## src/rtl/pipelined_hash_validator.sv

```systemverilog
// Multi-lane pipelined double-SHA256 target checker with difficulty reload and sticky first-hit capture.
module pipelined_hash_validator #(
   parameter int unsigned LANES = 4,
   parameter int unsigned TAG_W = 32,
   parameter int unsigned CHUNK = 64
) (
   input  logic                                      clk,
   input  logic                                      rst,
   input  logic                                      diff_load,
   input  logic [31:0]                               difficulty,
   input  logic                                      in_valid,
   output logic                                      in_ready,
   input  logic [256*LANES-1:0]                      in_hash,
   input  logic [TAG_W-1:0]                          in_tag,
   output logic                                      out_valid,
   output logic [LANES-1:0]                          out_hit,
   output logic [TAG_W-1:0]                          out_tag,
   output logic                                      diff_invalid,
   output logic                                      found,
   output logic [TAG_W-1:0]                          found_tag,
   output logic [(LANES > 1 ? $clog2(LANES) : 1)-1:0] found_lane,
   input  logic                                      found_clr
);

   localparam int unsigned S  = 256 / CHUNK;
   localparam int unsigned LW = (LANES > 1) ? $clog2(LANES) : 1;

   typedef enum logic [1:0] {RUN, DRAIN, LOAD} state_t;

   state_t           state, state_n;
   logic             load_c;
   logic [255:0]     target;
   logic [255:0]     target_c;
   logic             invalid_c;
   logic [7:0]       exp_c;
   logic [23:0]      mant_c;

   // Pipeline registers: index j feeds compare stage j (index 0 is the input register)
   logic [S-1:0]     vld;
   logic [TAG_W-1:0] tag_q [S];
   logic [255:0]     num_q [S][LANES];
   logic [LANES-1:0] dec_q [S];
   logic [LANES-1:0] lt_q  [S];
   logic [LANES-1:0] dec_n [S];
   logic [LANES-1:0] lt_n  [S];
   logic [255:0]     num_in [LANES];
   logic [LW-1:0]    pick [LANES+1];

   // Byte-reverse each digest into its numeric value
   for (genvar l = 0; l < LANES; l++) begin : g_swap
      for (genvar k = 0; k < 32; k++) begin : g_byte
         assign num_in[l][8*k +: 8] = in_hash[256*l + 255 - 8*k -: 8];
      end
   end

   // Per-stage chunk compare; a lane keeps the first differing chunk's verdict
   for (genvar j = 0; j < S; j++) begin : g_cmp
      localparam int unsigned HI = 255 - j * CHUNK;
      for (genvar l = 0; l < LANES; l++) begin : g_lane
         logic [CHUNK-1:0] a, b;
         assign a           = num_q[j][l][HI -: CHUNK];
         assign b           = target[HI -: CHUNK];
         assign dec_n[j][l] = dec_q[j][l] | (a != b);
         assign lt_n[j][l]  = dec_q[j][l] ? lt_q[j][l] : (a < b);
      end
   end

   // Input register control: accept a beat only while ready
   always_ff @(posedge clk) begin
      if (rst) begin
         vld[0]   <= 1'b0;
         dec_q[0] <= '0;
         lt_q[0]  <= '0;
      end else begin
         vld[0]   <= in_valid & in_ready;
         dec_q[0] <= '0;
         lt_q[0]  <= '0;
      end
   end

   // Input register payload
   always_ff @(posedge clk) begin
      tag_q[0] <= in_tag;
      num_q[0] <= num_in;
   end

   for (genvar j = 1; j < S; j++) begin : g_stage
      // Stage control flags advance every cycle
      always_ff @(posedge clk) begin
         if (rst) begin
            vld[j]   <= 1'b0;
            dec_q[j] <= '0;
            lt_q[j]  <= '0;
         end else begin
            vld[j]   <= vld[j-1];
            dec_q[j] <= dec_n[j-1];
            lt_q[j]  <= lt_n[j-1];
         end
      end

      // Stage payload travels with its beat
      always_ff @(posedge clk) begin
         tag_q[j] <= tag_q[j-1];
         num_q[j] <= num_q[j-1];
      end
   end

   // Result register; undecided lanes equal the target and therefore miss
   always_ff @(posedge clk) begin
      if (rst) begin
         out_valid <= 1'b0;
         out_hit   <= '0;
         out_tag   <= '0;
      end else begin
         out_valid <= vld[S-1];
         out_hit   <= vld[S-1] ? (lt_n[S-1] & dec_n[S-1]) : '0;
         if (vld[S-1]) out_tag <= tag_q[S-1];
      end
   end

   // Control state register; in_ready mirrors the RUN state
   always_ff @(posedge clk) begin
      if (rst) begin
         state    <= RUN;
         in_ready <= 1'b1;
      end else begin
         state    <= state_n;
         in_ready <= (state_n == RUN);
      end
   end

   // Next-state: drain in-flight beats before swapping the target
   always_comb begin
      state_n = state;
      load_c  = 1'b0;
      case (state)
         RUN:     if (diff_load) state_n = DRAIN;
         DRAIN:   if (vld == '0) state_n = LOAD;
         LOAD: begin
            load_c  = 1'b1;
            state_n = RUN;
         end
         default: state_n = RUN;
      endcase
   end

   // Compact difficulty decode
   always_comb begin
      exp_c     = difficulty[7:0];
      mant_c    = {difficulty[15:8], difficulty[23:16], difficulty[31:24]};
      target_c  = '0;
      invalid_c = 1'b0;
      if (exp_c > 8'd32) begin
         invalid_c = 1'b1;
      end else if (exp_c >= 8'd3) begin
         target_c = 256'(mant_c) << {8'(exp_c - 8'd3), 3'b000};
      end else begin
         target_c = 256'(mant_c) >> {8'(8'd3 - exp_c), 3'b000};
      end
   end

   // Target register, written only in LOAD
   always_ff @(posedge clk) begin
      if (rst) begin
         target       <= '0;
         diff_invalid <= 1'b0;
      end else if (load_c) begin
         target       <= target_c;
         diff_invalid <= invalid_c;
      end
   end

   // Lowest hitting lane of the reported beat
   assign pick[LANES] = '0;
   for (genvar i = 0; i < LANES; i++) begin : g_pick
      assign pick[i] = out_hit[i] ? LW'(i) : pick[i+1];
   end

   // Sticky first-hit capture; a simultaneous hit wins over the clear
   always_ff @(posedge clk) begin
      if (rst) begin
         found      <= 1'b0;
         found_tag  <= '0;
         found_lane <= '0;
      end else if (out_valid && (|out_hit) && (!found || found_clr)) begin
         found      <= 1'b1;
         found_tag  <= out_tag;
         found_lane <= pick[0];
      end else if (found_clr) begin
         found <= 1'b0;
      end
   end

endmodule

```

## config.mk

```make
export PLATFORM = sky130hd
export DESIGN_NAME = pipelined_hash_validator
export DESIGN_NICKNAME = d
export VERILOG_FILES = /design/src/rtl/pipelined_hash_validator.sv
export SDC_FILE = /design/constraint.sdc
export NUM_CORES = 2
export LEC_CHECK = 0
export CORE_AREA = 5 5 713 432
export CTS_CLUSTER_DIAMETER = 200
export DETAILED_ROUTE_END_ITERATION = 6
export DIE_AREA = 0 0 718 437
export PLACE_DENSITY = 0.5
export REMOVE_ABC_BUFFERS = 1
export SLEW_MARGIN = 20
export SYNTH_ARGS = -nofsm -noshare
export SYNTH_HDL_FRONTEND = slang
export SYNTH_MEMORY_MAX_BITS = 65536
export SYNTH_SLANG_ARGS = --single-unit
```

## constraint.sdc

```tcl
create_clock -name clk -period 3 [get_ports clk]
set_input_delay 0.45 -clock clk [delete_from_list [all_inputs] [get_ports clk]]
set_output_delay 0.45 -clock clk [all_outputs]
set_load 0.05 [all_outputs]
```

* Word-level counts from Yosys, hierarchy flattened
Memory sizes are Yosys's and may differ from the RTL's. A register that Yosys moved wholly into a read port is not among the register bits.
Cells that the tools add are included.
** Storage, ports and cells
- Register bits after elaboration :: 304
- Bits in writable memories :: 4256
- Memories kept :: 4
** Operators by class
- Add/subtract/negate cells :: 2
- Magnitude comparators :: 18
- Equality and inequality tests :: 18
- Shifts and indexed selects :: 2
- Muxes and demuxes :: 40
- Bitwise gates (word level) :: 27
- Reduce and logical (&&, ||, !) cells :: 10
** Memories
- num_q :: words 4, bits a word 1024, read ports 4, clocked after memory_dff 0, write ports 4, line 41 : logic [255:0] num_q [S][LANES];
- tag_q :: words 4, bits a word 32, read ports 4, clocked after memory_dff 1, write ports 4, line 40 : logic [TAG_W-1:0] tag_q [S];
- dec_q :: words 4, bits a word 4, read ports 4, clocked after memory_dff 0, write ports 4, line 42 : logic [LANES-1:0] dec_q [S];
- lt_q :: words 4, bits a word 4, read ports 4, clocked after memory_dff 0, write ports 4, line 43 : logic [LANES-1:0] lt_q [S];
** Operators with widths (count)
- $lt A64 B64 Y1 :: 16
- $ne A64 B64 Y1 :: 16
- $mux W256 :: 2
- $shl A24 B11 Y256 :: 1
- $shr A24 B11 Y256 :: 1
- $mux W4 :: 8
- $or A1 B1 Y1 :: 24
- $mux W1 :: 23
- $mux W2 :: 6
- $ge A8 B2 Y1 const B :: 1
- $gt A8 B6 Y1 const B :: 1
- $sub A2 B8 Y8 const A :: 1
- $sub A8 B2 Y8 const B :: 1
- $and A4 B4 Y4 :: 1
- $logic_not A2 Y1 :: 2
- $logic_not A4 Y1 :: 1
- $pmux W2 S2 :: 1
- $reduce_or A4 Y1 :: 1
- $eq A2 B1 Y1 const B :: 1
- $eq A2 B2 Y1 const B :: 1
- $logic_and A1 B1 Y1 :: 2
- $reduce_bool A2 Y1 :: 1
- $reduce_or A2 Y1 :: 1
- $and A1 B1 Y1 :: 1
- other kinds (3) :: 3

* Longest topological paths before layout
- Depth in word-level cells :: 4
- Depth in mapped cells :: 13

* Worst setup path after synthesis
No wires, ideal clock.
- Path kind :: input port to flip-flop
- Start point :: in difficulty[2]
- End point :: reg target[30]
- Library setup time :: 0.068 ns
- Arrival :: 2.694 ns
- Data required time :: 2.932 ns
- Setup slack :: 0.238 ns
- Stages on the path :: 13
- Buffers on the path :: 4
- Path through :: buf_2 > inv_1 > ha_1 > a21boi_2 > or3_1 > a21oi_2 > a31oi_2 > or2_0 > buf_2 > or2_1 > buf_2 > buf_6 > o21ai_2
** On the way
- Cells in the longest elaborated chain, start to end :: 4
** Ends and longest elaborated chain
- start, declared :: line 10 : input logic [31:0] difficulty,
- $sub A2 B8 Y8 / $sub A8 B2 Y8 (equally long branches) :: line 158, 156
- $shr A24 B11 Y256 / $shl A24 B11 Y256 (equally long branches) :: line 158, 156
- $mux W256 :: line 155 : end else if (exp_c >= 8'd3) begin
- $mux W256 * :: line 153 : if (exp_c > 8'd32) begin
- end signal, assigned :: line 168 : target <= target_c;
- end, declared :: line 32 : logic [255:0] target;
Mark *: on every way between the ends. The rest lies on a longest branch, timed or not.
A chain may end at the register's enable or synchronous reset.

==> flow_metrics.py <==
metrics = {
    "clocking": {
        "clock-root-buffer": "clkbuf_16",
        "cts_tree": "yes",
        "cts_buffers": 296,
        "clock_path_buffers": 4,
        "clock_latency_ps": 870,
        "clock-sinks": 3048,
        "path_clk_slew_ps": 70,
        "htree_levels": 5,
    },
    "final_layout": {
        "layout-drive-gt1-share_pct": 10.4,
        "area_growth_pct": 42.8,
        "nets": 11718,
        "final_cell_area_um2": 128000,
        "final_core_util_pct": 42.7,
        "fin_cells": 13868,
    },
    "logic_synthesis": {
        "ys_seq_area_share_pct": 68.0,
        "yosysWarnings": 0,
        "synth_mux_area_share_pct": 0.535,
        "synth_xor_area_share_pct": 0.0293,
        "synthAdderAreaFrac_pct": 14.3,
        "synth-simple-area-share_pct": 6.53,
        "synth_area_leader_cell": "dfxtp_1",
        "synthFlopType": "dfxtp_1",
        "synth_compound_area_share_pct": 8.88,
        "synth_top_family_by_area": "adder cells",
        "ys_seq_elements": 3048,
        "syn_area_um2": 89700,
        "synth_area_leaders": "dfxtp_1 68%, ha_1 14%, o21ai_0 2.3%, a21oi_1 2.2%, nand2_1 2.1%",
        "synth.distinct_cells": 79,
        "async_reset_ff_share_pct": 0,
        "synth_edf_count": 0,
        "synth_top_area_share_pct": 68.0,
        "avgSynthCellArea_um2": 12.7,
        "synthCells": 7044,
    },
    "drt": {
        "drt_iter0_markers": 3886,
        "ant_nets": 0,
        "wl_per_cell_um": 24.4,
        "finalWirelength_um": 339000,
        "vias_per_cell": 4.43,
        "route.detailed.drc": 0,
        "num_vias": 61471,
        "drt_pass1_iterations": 5,
    },
    "timing": {
        "max_freq_ghz": 0.341,
        "skew_ps": 70.9,
        "tns_ps": 0,
        "maxSlewHeadroom_pct": 31.9,
        "setup_viol": 0,
        "worst_pin_slew_ps": 1020,
        "drv_slew": 0,
        "fin_crit_ps": 2930,
        "hold_viol_final": 0,
        "period_share_pct": 97.7,
    },
    "worst_setup_path": {
        "critPathCaptureType": "flip-flop",
        "worstSetupStartpointType": "flip-flop",
        "crit_required_ps": 3750,
        "path_class": "flip-flop to flip-flop",
        "r2r-start": "target[93]$_SDFFE_PP0N_",
        "cp_max_fo": 3,
        "crit_start": "target[93]$_SDFFE_PP0N_",
        "crit_arrival_ps": 3670,
    },
    "floorplan": {
        "dieArea_um2": 314000,
        "initial_core_util_pct": 29.9,
        "die_width_um": 718,
        "coreArea_um2": 300000,
        "rows": 156,
        "die_h_um": 437,
        "ios": 1167,
    },
    "global_routing": {
        "grt_pass1_vias": 64177,
        "grt_overflow": 0,
        "grt_max_degree": 106,
        "grt_use_met2_pct": 33.9,
        "grtUsageTotal_pct": 21.0,
        "grt_most_used_layer": "met2",
        "antenna_found_initial": 90,
        "grt_pass1_wl_um": 471000,
        "grt.met3_usage_pct": 3.93,
        "grt_use_met1_pct": 28.9,
    },
    "power": {
        "p_leak_nw": 51.4,
        "p_total_mw": 86.8,
        "ir_worst_vdd_mv": 0.407,
        "power.density_nw_per_um2": 677,
    },
    "placement": {
        "dp_cells": 12534,
        "placed_area_um2": 110000,
        "routabilityCongestion": 0.917,
        "port_buffers": 1166,
        "hpwl_um": 274000,
    },
    "job": {
        "maxCapViolations": 0,
    },
    "hold_path": {
        "timing.hold.worst.class": "primary input to flip-flop",
        "hold_start": "in_hash[721]",
    },
    "run_status": {
        "outcome": "finished clean",
    },
}
## per-stage QoR
stage | hold slack, ps | setup slack, ps
floorplan | 310 | -5750
global placement | 310 | -407
detailed placement | 312 | -384
CTS | 0.372 | -67.9
global route | 4.80 | -9.38
finish | 66.0 | 70.5
## kinds of logic (layout without fill, tap and decap cells)
kind of cell / count (synthesis) / in the layout
XOR/XNOR: 3 / 3
buffers and inverters: 396 / 3169
flip-flops: 3048 / 3048
AO/OA/AOI/OAI: 1305 / 1305
adder cells (fa/ha/maj): 1028 / 1028
AND/OR/NAND/NOR: 1216 / 1216
multiplexers: 48 / 48
other: 0 / 22
## path summary, 6_finish.rpt
path	end	slack (ps)	cells after the start
hold reg to reg	num_q[1][939]$_DFF_P_	280	0
setup / recovery	lt_q[3][2]$_SDFF_PP0_	70	9
hold / removal	num_q[0][297]$_DFF_P_	70	1
setup reg to reg	lt_q[3][2]$_SDFF_PP0_	70	9
## worst max-delay path: stages (launching register included)
cell and delay (ps):
dfxtp_2 350, clkinvlp_4 200, ha_4 330, and4_2 260
nand2_4 90, or4_4 580, or4_4 480, o22ai_4 270
and2_1 160, o32ai_1 70
## synthesized netlist by cell type (all sizes together) (13+ instances only)
| cell | number |
|---|---|
| a2111oi | 33 |
| a211oi | 62 |
| a21o | 126 |
| a21oi | 397 |
| a22oi | 49 |
| a31oi | 27 |
| and4 | 23 |
| buf | 30 |
| clkbuf | 78 |
| dfxtp | 3048 |
| ha | 1028 |
| inv | 288 |
| mux2i | 48 |
| nand2 | 498 |
| nand2b | 27 |
| nand3 | 70 |
| nand4 | 160 |
| nor2 | 207 |
| nor2b | 46 |
| nor3 | 71 |
| nor3b | 13 |
| nor4 | 33 |
| o211ai | 39 |
| o21a | 26 |
| o21ai | 425 |
| o22ai | 19 |
## cell usage in the layout (no fill, tap or decap), types with 66 or more instances in the layout
cell type           n
nand3_1            70
nand2_1           496
buf_4             355
nor3_1             66
dfxtp_1          3023
dlygate4sd3_1     789
nor2_1            206
o21ai_0           404
a21oi_1           386
inv_1             277
nand4_1           160
clkdlybuf4s50_1  1164
a21o_1            126
clkbuf_16         302
ha_1             1027
## layout make-up
type	instances	area (µm²)
timing repair buffer	2363	23300
antenna	22	55.1
clock buffer	410	8550
multi-input combinational	3600	27600
sequential	3048	61000
fill	27602	172000
clock inverter	108	1470
tap	4029	5040
inverter	288	1090
## power breakdown
part	internal (mW)	leakage, nW	switching [mW]
Combinational	2.99	20.9	2.18
Clock	22.3	4.89	16.1
Sequential	42.4	25.6	0.787
Total	67.7	51.4	19.1
## repair_timing
| item | 4_1_cts | 5_1_grt |
|---|---|---|
| gates resized for setup | 19 | 51 |
| pin swaps | 1 | 4 |
| hold buffers | 789 | 0 |
| gates cloned | 0 | 0 |
| endpoints found under the setup margin | 7 | 16 |
| endpoints found under the hold margin | 790 | 0 |
| buffers inserted | 0 | 5 |
## layer usage
layer,up-vias,wire (µm)
met5,-,167
met4,26,7790
met3,459,18300
met2,1791,154000
met1,29368,159000
li1,29827,-
## registers in the layout, summed over array words and instances, names as in the netlist, 2 cells and up
signal / flops
tag_q: 128
lt_q: 12
dec_q: 12
found_tag: 32
state: 2
num_q: 2560
found_lane: 2
out_hit: 4
target: 256
out_tag: 32
vld: 4
Power figures use the tool's default switching activity.
